===== config.mk =====
export PLATFORM = sky130hd
export DESIGN_NAME = dcache_writeback_buffer_flat
export DESIGN_NICKNAME = d
export VERILOG_FILES = /design/src/rtl/dcache_writeback_buffer_if.sv /design/src/rtl/dcache_writeback_buffer.sv /design/src/flat_wrapper.sv
export SDC_FILE = /design/constraint.sdc
export NUM_CORES = 1
export LEC_CHECK = 0
export ABC_AREA = 1
export BUFFER_PORTS_ARGS = -buffer_cell sky130_fd_sc_hd__buf_4
export CAP_MARGIN = 30
export CELL_PAD_IN_SITES_DETAIL_PLACEMENT = 1
export CELL_PAD_IN_SITES_GLOBAL_PLACEMENT = 2
export CORE_MARGIN = 4
export CORE_UTILIZATION = 27
export CTS_CLUSTER_SIZE = 30
export DETAILED_ROUTE_END_ITERATION = 16
export PLACE_DENSITY_LB_ADDON = 0.08
export SETUP_SLACK_MARGIN = 0.5
export SLEW_MARGIN = 20
export SYNTH_ARGS = -nofsm -noshare
export SYNTH_HDL_FRONTEND = slang
export SYNTH_SLANG_ARGS = --single-unit

===== constraint.sdc =====
create_clock -name CLK -period 10.3 [get_ports CLK]
set_input_delay 2.06 -clock CLK [delete_from_list [all_inputs] [get_ports CLK]]
set_output_delay 2.06 -clock CLK [all_outputs]
set_load 0.05 [all_outputs]

===== src/rtl/dcache_writeback_buffer_if.sv =====
// Bundle between the L1 data cache, main memory and the writeback buffer.
// Ports: evict_* (line handoff), mm_* (word write bus), busy/done status,
//        snoop_* (refill probe). The buffer uses the slave modport; the
//        cache/memory side uses master.
interface dcache_writeback_buffer_if #(
    parameter int WORDS  = 8,
    parameter int ADDR_W = 32
);
    logic                  evict_valid;
    logic                  evict_ready;
    logic [ADDR_W-1:0]     evict_addr;
    logic [32*WORDS-1:0]   evict_data;
    logic                  mm_we;
    logic [ADDR_W-1:0]     mm_addr;
    logic [31:0]           mm_din;
    logic                  mm_ack;
    logic                  busy;
    logic                  done;
    logic [ADDR_W-1:0]     snoop_addr;
    logic                  snoop_hit;
    logic [31:0]           snoop_data;

    modport master (
        output evict_valid, evict_addr, evict_data, mm_ack, snoop_addr,
        input  evict_ready, mm_we, mm_addr, mm_din, busy, done,
               snoop_hit, snoop_data
    );

    modport slave (
        input  evict_valid, evict_addr, evict_data, mm_ack, snoop_addr,
        output evict_ready, mm_we, mm_addr, mm_din, busy, done,
               snoop_hit, snoop_data
    );
endinterface


===== src/rtl/dcache_writeback_buffer.sv =====
// Holds one evicted dirty line and drains it to memory a word at a time,
// with a combinational snoop port so refills see the newest data.
// Ports: CLK, RST (async, active-high), wb (slave side of the bundle:
//        evict handshake in, memory write bus out, status, snoop probe).
module dcache_writeback_buffer #(
    parameter int WORDS  = 8,
    parameter int ADDR_W = 32
) (
    input  logic CLK,
    input  logic RST,
    dcache_writeback_buffer_if.slave wb
);
    localparam int IDXW = $clog2(WORDS);
    localparam logic [IDXW-1:0] LAST = IDXW'(WORDS - 1);

    typedef enum logic [1:0] {
        IDLE  = 2'd0,
        WRITE = 2'd1,
        DONE  = 2'd2
    } state_t;

    state_t            state_q, state_d;
    logic [IDXW-1:0]   idx_q, idx_d;
    logic [ADDR_W-1:0] base_q, base_d;
    logic [31:0]       line_q [WORDS];
    logic [31:0]       line_d [WORDS];

    logic              accept;
    logic [IDXW-1:0]   snoop_idx;
    logic              snoop_match;
    logic              unused_bits;

    assign accept = wb.evict_valid && (state_q == IDLE);

    // Offset bits are cleared when latching, so they never reach a register.
    assign unused_bits = ^{wb.evict_addr[IDXW+1:0], wb.snoop_addr[1:0]};

    // State register
    always_ff @(posedge CLK or posedge RST) begin
        if (RST) begin
            state_q <= IDLE;
            idx_q   <= '0;
            base_q  <= '0;
            for (int i = 0; i < WORDS; i++) begin
                line_q[i] <= '0;
            end
        end else begin
            state_q <= state_d;
            idx_q   <= idx_d;
            base_q  <= base_d;
            for (int i = 0; i < WORDS; i++) begin
                line_q[i] <= line_d[i];
            end
        end
    end

    // Next-state logic
    always_comb begin
        state_d = state_q;
        idx_d   = idx_q;
        base_d  = base_q;
        for (int i = 0; i < WORDS; i++) begin
            line_d[i] = line_q[i];
        end

        unique case (state_q)
            IDLE: begin
                if (accept) begin
                    state_d = WRITE;
                    idx_d   = '0;
                    base_d  = {wb.evict_addr[ADDR_W-1:IDXW+2],
                               {(IDXW+2){1'b0}}};
                    for (int i = 0; i < WORDS; i++) begin
                        line_d[i] = wb.evict_data[32*i +: 32];
                    end
                end
            end
            WRITE: begin
                if (wb.mm_ack) begin
                    if (idx_q == LAST) begin
                        state_d = DONE;
                    end else begin
                        idx_d = idx_q + 1'b1;
                    end
                end
            end
            DONE: begin
                state_d = IDLE;
            end
            default: begin
                state_d = IDLE;
            end
        endcase
    end

    // Output logic
    always_comb begin
        wb.evict_ready = 1'b0;
        wb.mm_we       = 1'b0;
        wb.mm_addr     = '0;
        wb.mm_din      = '0;
        wb.done        = 1'b0;
        wb.busy        = (state_q != IDLE);

        unique case (state_q)
            IDLE: begin
                wb.evict_ready = 1'b1;
            end
            WRITE: begin
                wb.mm_we   = 1'b1;
                // Index lands in cleared low bits: no carry into the tag.
                wb.mm_addr = {base_q[ADDR_W-1:IDXW+2], idx_q, 2'b00};
                wb.mm_din  = line_q[idx_q];
            end
            DONE: begin
                wb.done = 1'b1;
            end
            default: begin
                wb.evict_ready = 1'b0;
            end
        endcase
    end

    // Snoop probe; still hits in DONE so a racing refill sees the line.
    assign snoop_idx   = wb.snoop_addr[IDXW+1:2];
    assign snoop_match = (wb.snoop_addr[ADDR_W-1:IDXW+2]
                          == base_q[ADDR_W-1:IDXW+2]);

    always_comb begin
        wb.snoop_hit  = (state_q != IDLE) && snoop_match;
        wb.snoop_data = '0;
        if (wb.snoop_hit) begin
            wb.snoop_data = line_q[snoop_idx];
        end
    end
endmodule


===== src/flat_wrapper.sv =====
// flat-port wrapper written by rule: the top's interface ports become plain ports
module dcache_writeback_buffer_flat 
#(
    parameter int WORDS  = 8,
    parameter int ADDR_W = 32
)
  (CLK, RST, wb_evict_valid, wb_evict_addr, wb_evict_data, wb_mm_ack, wb_snoop_addr, wb_evict_ready, wb_mm_we, wb_mm_addr, wb_mm_din, wb_busy, wb_done, wb_snoop_hit, wb_snoop_data);
  dcache_writeback_buffer_if #(.WORDS(WORDS), .ADDR_W(ADDR_W)) wb_i ();
  input  logic CLK;
  input  logic RST;
  input wire logic [$bits(wb_i.evict_valid)-1:0] wb_evict_valid;
  input wire logic [$bits(wb_i.evict_addr)-1:0] wb_evict_addr;
  input wire logic [$bits(wb_i.evict_data)-1:0] wb_evict_data;
  input wire logic [$bits(wb_i.mm_ack)-1:0] wb_mm_ack;
  input wire logic [$bits(wb_i.snoop_addr)-1:0] wb_snoop_addr;
  output wire logic [$bits(wb_i.evict_ready)-1:0] wb_evict_ready;
  output wire logic [$bits(wb_i.mm_we)-1:0] wb_mm_we;
  output wire logic [$bits(wb_i.mm_addr)-1:0] wb_mm_addr;
  output wire logic [$bits(wb_i.mm_din)-1:0] wb_mm_din;
  output wire logic [$bits(wb_i.busy)-1:0] wb_busy;
  output wire logic [$bits(wb_i.done)-1:0] wb_done;
  output wire logic [$bits(wb_i.snoop_hit)-1:0] wb_snoop_hit;
  output wire logic [$bits(wb_i.snoop_data)-1:0] wb_snoop_data;
  assign wb_i.evict_valid = wb_evict_valid;
  assign wb_i.evict_addr = wb_evict_addr;
  assign wb_i.evict_data = wb_evict_data;
  assign wb_i.mm_ack = wb_mm_ack;
  assign wb_i.snoop_addr = wb_snoop_addr;
  assign wb_evict_ready = wb_i.evict_ready;
  assign wb_mm_we = wb_i.mm_we;
  assign wb_mm_addr = wb_i.mm_addr;
  assign wb_mm_din = wb_i.mm_din;
  assign wb_busy = wb_i.busy;
  assign wb_done = wb_i.done;
  assign wb_snoop_hit = wb_i.snoop_hit;
  assign wb_snoop_data = wb_i.snoop_data;
  dcache_writeback_buffer #(.WORDS(WORDS), .ADDR_W(ADDR_W)) u_core (.CLK(CLK), .RST(RST), .wb(wb_i));
endmodule

# --- Word level (Yosys, flattened, before mapping) ---
# Cells that the tools add are included.
classes:
  n_addsub: 1
  n_lt_le_gt_ge: 2
  eq_ne: 8
  muxes: 20
  bitwise_logic: 2
  reduce_logical: 8
op_table:
  columns: ["op", "n"]
  rows:
  - ["$mux 32", 7]
  - ["$bmux 32 s3", 2]
  - ["$eq 27x27->1", 1]
  - ["$mux 3", 3]
  - ["$ge 4x4->1 const B", 2]
  - ["$not 3->4", 2]
  - ["$mux 2", 3]
  - ["$pmux 3 s2", 1]
  - ["$ne 2x1->1 const B", 2]
  - ["$ne 2x2->1 const B", 2]
  - ["$pmux 2 s2", 1]
  - ["$reduce_and 4->1", 1]
  - ["$reduce_bool 2->1", 2]
  - ["$add 3x1->3 const B", 1]
  - ["$eq 3x3->1 const B", 1]
  - ["$mux 1", 3]
  - ["$reduce_and 3->1", 1]
  - ["$eq 2x1->1 const B", 1]
  - ["$eq 2x2->1 const B", 1]
  - ["$logic_and 1x1->1", 2]
  - ["$logic_not 2->1", 1]
  - ["$reduce_and 2->1", 1]
totals:
  register_bits: 288
  in_bits: 324
  output_inout_bits: 101

# --- Longest topological paths before layout ---
logic_depth:
  depth_word: 5
  ltp_mapped: 9
  ltp_nobuf: 8

# --- Worst setup path before layout ---
# OpenSTA, ideal clock, no wires.
synth_path:
  path_kind: "input to output"
  start: "input wb_snoop_addr[2]"
  end: "output wb_snoop_data[11]"
  arrival_ns: 3.794
  required_ns: 8.240
  path_slack_ns: 4.446
  path_stages: 8
  cell_sequence: "inv_2 > clkbuf_1 > nand2_1 > nand3_1 > nand2_1 > nand2_1 > nand2_1 > nor3_1"
synth_via:
  elab_chain_cells: 5
synth_rtl:
  columns: ["element", "line", "rtl"]
  rows:
  - ["start, declared", "flat_wrapper.sv:15", "input wire logic [$bits(wb_i.snoop_addr)-1:0] wb_snoop_addr;"]
  - ["$not 3->4 (not written as such)", "dcache_writeback_buffer.sv:133", "wb.snoop_data = line_q[snoop_idx];"]
  - ["$bmux 32 s3", "dcache_writeback_buffer.sv:133", null]
  - ["$mux 32 (not written as such) (2 in a row)", "dcache_writeback_buffer.sv:133", null]
  - ["$mux 32", "dcache_writeback_buffer.sv:132", "if (wb.snoop_hit) begin"]
  - ["end, declared", "flat_wrapper.sv:23", "output wire logic [$bits(wb_i.snoop_data)-1:0] wb_snoop_data;"]
# No other way between the ends. The select of a mux whose other input is x is not followed.

# --- Worst setup path after layout ---
layout_path:
  start: "input wb_snoop_addr[3]"
  end: "output wb_snoop_data[17]"
# Same word-level chain as after synthesis.

==> flow_summary.json <==
{
  "cp-start-kind": "input pin",
  "ys_warn_count": 0,
  "synth_top_area_share_pct": 43.1,
  "synth_common_cells": "471 x nand2_1, 288 x dfrtp_1, 273 x nor2_1, 238 x a21oi_1, 199 x inv_1",
  "cellLeakagePower_nw": 10.9,
  "layout_min_cycle_time_ns": 6.86,
  "rsz0062_at_grt": "no",
  "drtPass1Iterations": 4,
  "yosysMostFrequentCell": "nand2_1",
  "dieHeight_microns": 257,
  "critPathBufInv": 4,
  "cp_slowest_stage_delay_ns": 0.65,
  "via_count": 16200,
  "top_layer_used": "met5",
  "finalSetupViolCount": 0,
  "hold_slack_ns": 0.527,
  "synthTopCellsByArea": "dfrtp_1 43%, nand2_1 11%, a21oi_1 7.1%",
  "row_count": 90,
  "cts.sinks": 288,
  "drc_errors": 0,
  "tightest_slew_ns": 0.975,
  "globalplace.congestion": 0.812,
  "cts_root_buf": "clkbuf_16",
  "synth_edf_count": 0,
  "dieArea_sq_mm": 0.0659,
  "multi_input_area_sq_mm": 0.00789,
  "clock.fmax_mhz": 146,
  "clk_path_buf_depth": 3,
  "critPathTopFamily": "buffers and inverters",
  "yosys.area.top_type": "dfrtp_1",
  "grt_pass1_vias": 17300,
  "hpwl_mm": 51.4,
  "hp-class": "reg2reg",
  "syn_area_sq_mm": 0.0167,
  "place_inst": 3209,
  "seq_area_sq_mm": 0.00721,
  "insertion_delay_ns": 0.58,
  "design.core.area_sq_mm": 0.0608,
  "cap_violations": 0,
  "fin_crit_sh_pct": 66.6,
  "netlist_instances": 2148,
  "finalPower_mw": 7.29,
  "grt_usage_pct": 22.1,
  "postPlaceCellArea_sq_mm": 0.0202,
  "grt_antenna_before_repair": 10,
  "finClkSkew_ns": 0.0194,
  "wl_met3_mm": 3.80,
  "first_iter_violations": 920,
  "cts_resized": 0,
  "start_util_pct": 27.5,
  "timing.final.max_slew_violations": 0,
  "ff2ff_setup_slack_ns": 7.77,
  "cts_tree": "done",
  "grt_overflow": 0,
  "async_flop_share_pct": 100,
  "path_max_fanout": 36,
  "crit_required_ns": 8.24,
  "wirelength_mm": 74.7,
  "met1_length_mm": 31.5,
  "grt_max_degree": 197,
  "status": "finished, final reports clean",
  "io_buffers": 415,
  "cts.htree.levels": 2,
  "wire_per_inst_microns": 22.7,
  "crit_path_top_delay_cell": "inv_2",
  "cts_buffers": 40,
  "fillers": 7287,
  "design_area_sq_mm": 0.0216,
  "cts_hold_buf": 0,
  "clk_pin_slew_ns": 0.05,
  "max-slew-margin-rel_pct": 35.0,
  "syn_to_final_growth_pct": 29.2,
  "antenna_left": 0,
  "die_w_microns": 257,
  "crit_type": "in2out",
  "met2WireLength_mm": 37.8,
  "synthFlopType": "dfrtp_1",
  "final-hold-violation-count": 0,
  "critPathArrivalTime_ns": 4.80,
  "power.density_mw_per_mm2": 338,
  "final_nets": 2798,
  "grt_pass1_wl_mm": 112,
  "fin_cells": 3290,
  "synth-seq-area-share_pct": 43.1,
  "ys_types": 27,
  "crit_top_cell": "buf_4",
  "pin_count": 425,
  "cts_setup_buffers": 0,
  "drive_gt1_share_pct": 26.5,
  "fin_setup_tns_ns": 0,
  "avgSynthCellArea_sq_um": 7.78,
  "vias_per_cell": 4.91,
  "synth-seq-cells": 288,
  "crit_chain": "buf_4 > inv_2 > buf_4 > o211ai_1 > nand3_1 > nand2_1 > nor3_2 > buf_4",
  "ir_drop_mv": 0.411,
  "cp-end-kind": "primary output"
}
==> power breakdown <==
part	switching (mW)	internal, mW
clock network	0.579	0.844
registers	0.437	1.69
logic	2.48	1.27
==> state kept, by name (all words and copies together) (netlist names) <==
signal,cells
u_core.base_q,27
u_core.idx_q,3
u_core.line_q,256
u_core.state_q,2
==> logic make-up (layout without fill, tap and decap cells) <==
logic type      after synthesis  after routing  synth area share (%)
flops                       288            288                  43.1
buf+inv                     361            714                  9.77
mux                         117            117                  9.01
fa+ha+maj                     2              2                 0.150
simple gates                909            909                  22.6
other cells                   1              8                0.0224
compound gates              470            470                  15.3
==> layout by cell type, fill, tap and decap left out, types with 2 or more instances in the layout <==
cell type and instances:
clkbuf_16 40, clkinvlp_4 3, mux2_2 66, o22ai_1 26
inv_1 197, buf_12 2, clkbuf_8 7, clkbuf_1 7
buf_16 3, a21oi_1 238, buf_4 434, inv_2 3
dfrtp_1 286, nor3_2 29, ha_1 2, clkinv_8 3
nand2_1 470, mux2_4 50, diode_2 6, dfrtp_4 2
nor3_1 3, bufinv_16 3, o211ai_1 64, o21ai_0 141
nor2_1 272, nor2_4 3, conb_1 2, clkinv_2 10
nand3_1 128
==> worst paths after layout <==
path	endpoint	start	cells after the start
setup / recovery	wb_snoop_data[17]	wb_snoop_addr[3]	8
setup reg to reg	u_core.idx_q[0]$_DFFE_PP0P_	u_core.idx_q[0]$_DFFE_PP0P_	4
hold / removal	u_core.line_q[81]$_DFFE_PP0P_	u_core.line_q[81]$_DFFE_PP0P_	2
min in group asynchronous	u_core.line_q[228]$_DFFE_PP0P_	RST	3
max in group asynchronous	u_core.line_q[116]$_DFFE_PP0P_	RST	5
hold reg to reg	u_core.line_q[81]$_DFFE_PP0P_	u_core.line_q[81]$_DFFE_PP0P_	2
==> through the flow <==
stage	worst slack, ns	utilization [%]
2_1_floorplan	4.42	-
3_3_place_gp	3.36	33.2
3_5_place_dp	3.37	33.2
4_1_cts	3.37	35.3
5_1_grt	3.31	35.5
6_report	3.44	35.5
==> tightest hold or removal path: cells and delay by family (launching register included) <==
family | cells | cell delay (ns)
DFF | 1 | 0.32
AOI/OAI and AO/OA | 1 | 0.11
buffers and inverters | 1 | 0.06
==> per-layer routing <==
metal  up-vias  track usage [%]
met5         -                0
met4        10             5.06
met3        76             4.75
met2       336             39.3
met1      8083             27.4
li1       7652                -
==> cell type report <==
| cell class | instances | area share (%) |
|---|---|---|
| multi-input combinational | 1500 | 36.6 |
| sequential | 288 | 33.4 |
| timing repair buffer | 440 | 15.7 |
| clock buffer | 54 | 5.21 |
| tap | 782 | 4.53 |
| inverter | 202 | 3.54 |
| clock inverter | 18 | 0.945 |
| antenna | 6 | 0.0696 |
No activity file was read; power rests on OpenSTA's default activity.
